===== config.mk =====
export PLATFORM = sky130hd
export DESIGN_NAME = seg_scan_decoder
export DESIGN_NICKNAME = d
export VERILOG_FILES = /design/src/rtl/seg_pkg.sv /design/src/rtl/seg_pattern_decode.sv /design/src/rtl/seg_scan_decoder.sv
export SDC_FILE = /design/constraint.sdc
export NUM_CORES = 1
export LEC_CHECK = 0
export BUFFER_PORTS_ARGS = -buffer_cell sky130_fd_sc_hd__buf_2
export CORE_UTILIZATION = 45
export DETAILED_ROUTE_END_ITERATION = 16
export HOLD_SLACK_MARGIN = 0.02
export PLACE_DENSITY_LB_ADDON = 0.25
export SLEW_MARGIN = 20
export SYNTH_ARGS = -nofsm -noshare
export SYNTH_HDL_FRONTEND = slang
export SYNTH_SLANG_ARGS = --single-unit
export TNS_END_PERCENT = 20

===== constraint.sdc =====
create_clock -name clk -period 6.24 [get_ports clk]
set_input_delay 1.872 -clock clk [delete_from_list [all_inputs] [get_ports clk]]
set_output_delay 1.872 -clock clk [all_outputs]
set_load 0.005 [all_outputs]

===== src/rtl/seg_pkg.sv =====
// seg_pkg: active-low abcdefg segment patterns, blank pattern and hex nibble type
package seg_pkg;
    typedef logic [3:0] nibble_t;
    localparam logic [6:0] SEG_0 = 7'b0000001;
    localparam logic [6:0] SEG_1 = 7'b1001111;
    localparam logic [6:0] SEG_2 = 7'b0010010;
    localparam logic [6:0] SEG_3 = 7'b0000110;
    localparam logic [6:0] SEG_4 = 7'b1001100;
    localparam logic [6:0] SEG_5 = 7'b0100100;
    localparam logic [6:0] SEG_6 = 7'b0100000;
    localparam logic [6:0] SEG_7 = 7'b0001111;
    localparam logic [6:0] SEG_8 = 7'b0000000;
    localparam logic [6:0] SEG_9 = 7'b0000100;
    localparam logic [6:0] SEG_A = 7'b0001000;
    localparam logic [6:0] SEG_B = 7'b1100000;
    localparam logic [6:0] SEG_C = 7'b0110001;
    localparam logic [6:0] SEG_D = 7'b1000010;
    localparam logic [6:0] SEG_E = 7'b0110000;
    localparam logic [6:0] SEG_F = 7'b0111000;
    localparam logic [6:0] SEG_BLANK = 7'b1111111;
    localparam logic [6:0] SEG_TABLE [16] = '{
        SEG_0, SEG_1, SEG_2, SEG_3, SEG_4, SEG_5, SEG_6, SEG_7,
        SEG_8, SEG_9, SEG_A, SEG_B, SEG_C, SEG_D, SEG_E, SEG_F
    };
endpackage


===== src/rtl/seg_pattern_decode.sv =====
// seg_pattern_decode: combinational lookup of an active-low 7-segment pattern to its hex nibble
module seg_pattern_decode
    import seg_pkg::*;
(
    input  logic [6:0] seg,
    output logic       hit,
    output logic       blank,
    output nibble_t    nibble
);
    // patterns are unique, so at most one table entry matches
    always_comb begin
        hit = 1'b0;
        nibble = '0;
        for (int v = 0; v < 16; v++) begin
            if (seg == SEG_TABLE[v]) begin
                hit = 1'b1;
                nibble = nibble_t'(v);
            end
        end
    end
    assign blank = seg == SEG_BLANK;
endmodule


===== src/rtl/seg_scan_decoder.sv =====
// seg_scan_decoder: debounced recovery of hex digits from a multiplexed active-low 7-seg bus; SEG_SCAN_SYNC_EN selects a two-flop input synchroniser
module seg_scan_decoder #(
    parameter int NUM_DIGITS    = 8,
    parameter int STABLE_CYCLES = 4
) (
    input  logic                    clk,
    input  logic                    rst_n,
    input  logic [NUM_DIGITS-1:0]   an,
    input  logic [6:0]              a_to_g,
    input  logic                    clear,
    output logic [4*NUM_DIGITS-1:0] digits,
    output logic [NUM_DIGITS-1:0]   valid,
    output logic [NUM_DIGITS-1:0]   err,
    output logic                    frame_done
);
    import seg_pkg::*;
`ifdef SEG_SCAN_SYNC_EN
    localparam int NS = 2;
`else
    localparam int NS = 1;
`endif
    localparam int SW = NUM_DIGITS + 7;
    localparam int CW = $clog2(STABLE_CYCLES + 1);
    localparam logic [CW-1:0] S = CW'(STABLE_CYCLES);

    logic [SW-1:0]         stg [NS];
    logic [SW-1:0]         prev;
    logic [CW-1:0]         cnt, cnt_nxt;
    logic [NUM_DIGITS-1:0] s_an, sel, seen, seen_nxt;
    logic [6:0]            s_seg;
    logic                  changed, commit, hit, blank;
    nibble_t               nib;

    assign {s_an, s_seg} = stg[NS-1];
    assign changed  = stg[NS-1] != prev;
    assign cnt_nxt  = changed ? CW'(1) : cnt == S ? cnt : cnt + 1'b1;
    assign commit   = cnt_nxt == S && (changed || cnt != S) && $onehot(~s_an);
    assign sel      = commit ? ~s_an : '0;
    assign seen_nxt = (clear ? '0 : seen) | sel;

    seg_pattern_decode u_dec (
        .seg    (s_seg),
        .hit    (hit),
        .blank  (blank),
        .nibble (nib)
    );

    // capture pipeline resets to all ones (no anode enabled) so reset never looks like a digit
    always_ff @(posedge clk or negedge rst_n) begin
        if (!rst_n) begin
            for (int k = 0; k < NS; k++) stg[k] <= '1;
            prev <= '1;
            cnt <= '0;
        end else begin
            stg[0] <= {an, a_to_g};
            for (int k = 1; k < NS; k++) stg[k] <= stg[k-1];
            prev <= stg[NS-1];
            cnt <= cnt_nxt;
        end
    end

    // digit commit and frame tracking; clear lands first so a same-cycle commit wins for its digit
    always_ff @(posedge clk or negedge rst_n) begin
        if (!rst_n) begin
            digits <= '0;
            valid <= '0;
            err <= '0;
            seen <= '0;
            frame_done <= 1'b0;
        end else begin
            if (clear) begin
                valid <= '0;
                err <= '0;
            end
            for (int i = 0; i < NUM_DIGITS; i++) begin
                if (sel[i]) begin
                    if (hit) begin
                        digits[4*i +: 4] <= nib;
                        valid[i] <= 1'b1;
                        err[i] <= 1'b0;
                    end else if (blank) begin
                        valid[i] <= 1'b0;
                        err[i] <= 1'b0;
                    end else begin
                        err[i] <= 1'b1;
                    end
                end
            end
            frame_done <= &seen_nxt;
            seen <= &seen_nxt ? '0 : seen_nxt;
        end
    end
endmodule


==> results.md <==
- Clk slew on worst S/H paths: 0.09 ns
- Synth top area cells: dfrtp_1 37%, dfstp_2 19%, mux2_2 6.7%
- First-pass DRT Iterations: 4
- Post-synth EDFFs: 0
- Pwr Total: 1.115 mW
- Overflow after GRT: 0
- Via count: 2875
- R2R Path End: seen[4]$_DFF_PN0_
- Initial antenna violation count: 0
- H-tree depth: 3
- GPL Wtd Cong: approximately 0.81
- Die height: about 97 um
- RR Startpoint: stg[8]$_DFF_PN1_
- Worst Path Required: 6.46 ns
- DR iter-0 viols: 196
- CTS tree: done
- Placed Area: ~4400 sq um
- CP Cell Sequence: fa_1 -> inv_1 -> fa_1 -> fa_1 -> ha_1 -> inv_1 -> fa_1 -> a211oi_2 -> mux2i_1 -> or3_4 -> or3_1 -> a2bb2oi_2 -> nor4b_4 -> a21oi_1
- Crit path max-delay cell type: or3_1
- Final hold slack: 0.3924 ns
- Vias in the first global route: between 2000 and 3000
- CTS Buf Count: 9
- Postcts setup bufs: 0
- Final hold vios: 0
- PostCTS Resize Cnt: 0
- Clock Sinks: 90
- Syn Area/Cell: 11.64 sq um
- Kind of critical path: reg2reg
- Cells after Synth: 348
- Routed vias/inst: ~5.5
- Tightest Pin Transition: 0.9491 ns
- Max Root-Sink Buffers: 2
- Die area: about 9400 sq um
- Max FO, Critical Path: 25
- Hold Path Depth: 0
- Antenna Violating Nets Remaining: 0
- Clk_lat worst skew: between 0.3 and 0.4 ns
- Slew Viols, Final: 0
- Post-synth ARST share: 100.0%
- Hold Path Origin: stg[12]$_DFF_PN1_
- Status: completed
- Slew headroom: between 30 and 40%
- DR DRC count: 0
- DIE WIDTH: 96.87 um
- Setup Viol. Count Final: 0
- Primary FF master, synth: dfrtp_1
- Synthesis-to-finish area growth: 14.24%
- Final WL: 8976 um
- CTS root buf: clkbuf_8
- CP arrival: 5.42 ns
- Core Rows: 34
- Sequential-to-total area share from yosys stat: 56.53%
- Setup_tns: 0 ns
- Max Cap Viol: 0
- Share of cells above drive strength 1: 35.77%
- Largest net degree at the start of global routing: 69
- Startpoint types: register
- Post-Syn Nets: approximately 380
- Hold EP: prev[12]$_DFF_PN1_
- R2r setup slk: 1.04 ns
- Crit path largest cell delay: 0.67 ns
- CORE AREA: 8721 sq um
- CP Capture Type: register
- Register bit total from synthesis: 90
- DP HPWL: just over 6000 um
- Fmax: 0.1922 GHz
- Ys Warns: 0
- CP most frequent cell: fa_1
- Post-synth top cells: 60 x dfrtp_1, 36 x nand2_1, 30 x dfstp_2
- IO Pins: 67
- GRT Util Overall: 19.94%
- Peak supply drop: 0.1327 mV
- Tightest Hold Check Type: reg2reg
- Pleak: 2.271 nW
- Antenna Cells: 0
- Worst Skew: 0.01426 ns
- IO buf count: 66
- Depth of the worst register-to-register path: 14
- Yosys top cell by area: dfrtp_1
- Cell area after synthesis: a little over 4000 sq um
- Initial Utilization: 46.44%
- Post-detailed-route wirelength per cell: 17.29 um
- Netlist cell types: 51
- First-pass GRT wire length: 14840 um
- Most numerous cell in the Yosys netlist: dfrtp_1
- Tcrit/Tclk final: 83.36%
- Post-CTS Hold Fix Bufs: 0
- Cell area after layout: roughly 4600 sq um
- Tmin final: 5.202 ns
- Final Net Count: roughly 430
- Unrepaired setup endpoints after global routing: no
- Power Dens Cells: approximately 240 nW/um^2
- Post-synth top area share: 37.07%
-- sequential cells by signal, summed over array words and instances (netlist names) --
register    cells
seen            8
cnt             3
digits         32
prev           15
stg            15
frame_done      1
valid           8
err             8
-- layout make-up --
type | count | area (sq um)
fill | 761 | 4094
tap | 108 | 135.1
timing repair buffer | 67 | 340.3
multi-input combinational | 220 | 1587
clock buffer | 9 | 123.9
inverter | 18 | 67.56
clock inverter | 7 | 83.83
sequential | 90 | 2290
-- worst max path at each step --
stage	startpoint	endpoint	slack (ns)	cells after the start
after floorplan	stg[7]$_DFF_PN1_	seen[0]$_DFF_PN0_	1.76	15
after global placement	stg[8]$_DFF_PN1_	seen[7]$_DFF_PN0_	1.22	14
after detailed placement	stg[10]$_DFF_PN1_	seen[3]$_DFF_PN0_	1.11	14
after CTS	stg[10]$_DFF_PN1_	seen[4]$_DFF_PN0_	1.09	14
after global routing	stg[10]$_DFF_PN1_	seen[4]$_DFF_PN0_	0.80	14
final	stg[8]$_DFF_PN1_	seen[4]$_DFF_PN0_	1.04	14
-- layer usage --
layer  routed length [um]  global-route usage, %  vias up
met4                  146                  6.544        0
met1                 4110                  27.67     1435
met5                    0                      0        -
li1                     -                      -     1349
met2                 4295                  31.15       75
met3                  423                  4.408       16
-- critical path: cells and delay by family, from the launching register on --
kind | cells | cell delay [ns]
AOI/OAI and AO/OA | 3 | 0.64
adders and majority gates | 5 | 1.91
buffers and inverters | 2 | 0.13
DFF | 1 | 0.66
muxes | 1 | 0.11
and+or+nand+nor | 3 | 1.59
-- where the power goes --
part | internal, mW | switching, mW
sequential | 0.601 | 0.0192
clock | 0.194 | 0.223
combinational | 0.0307 | 0.0475
-- per-stage QoR --
step	instances	util (%)	setup slack, ns
final	519	53.06	1.038
after global routing	519	53.06	0.7962
after CTS	519	53.06	1.088
after detailed placement	503	50.67	1.108
after global placement	503	50.67	1.221
after floorplan	348	-	1.755
-- cells by family (layout without fill, tap and decap cells) --
family / count (synthesis) / in the layout / synth area share [%]
AND/OR/NAND/NOR: 98 / 98 / 12.39
flip-flops: 90 / 90 / 56.53
AO/OA/AOI/OAI: 66 / 66 / 11.46
buffers and inverters: 38 / 101 / 4.294
multiplexers: 29 / 29 / 7.909
XOR/XNOR: 18 / 18 / 3.892
adder cells (fa/ha/maj): 9 / 9 / 3.522
-- cells in the final DEF (no fill, tap or decap), types with 8 or more instances in the layout --
cell type,n
buf_2,65
dfrtp_1,60
nand2_1,36
dfstp_2,30
mux2_2,24
inv_1,18
nor2_1,15
a21oi_1,13
o31ai_1,13
xor2_1,12
o21ai_0,12
clkbuf_8,9
nor3_1,8
Note: power is estimated with default switching activity, not from simulation.
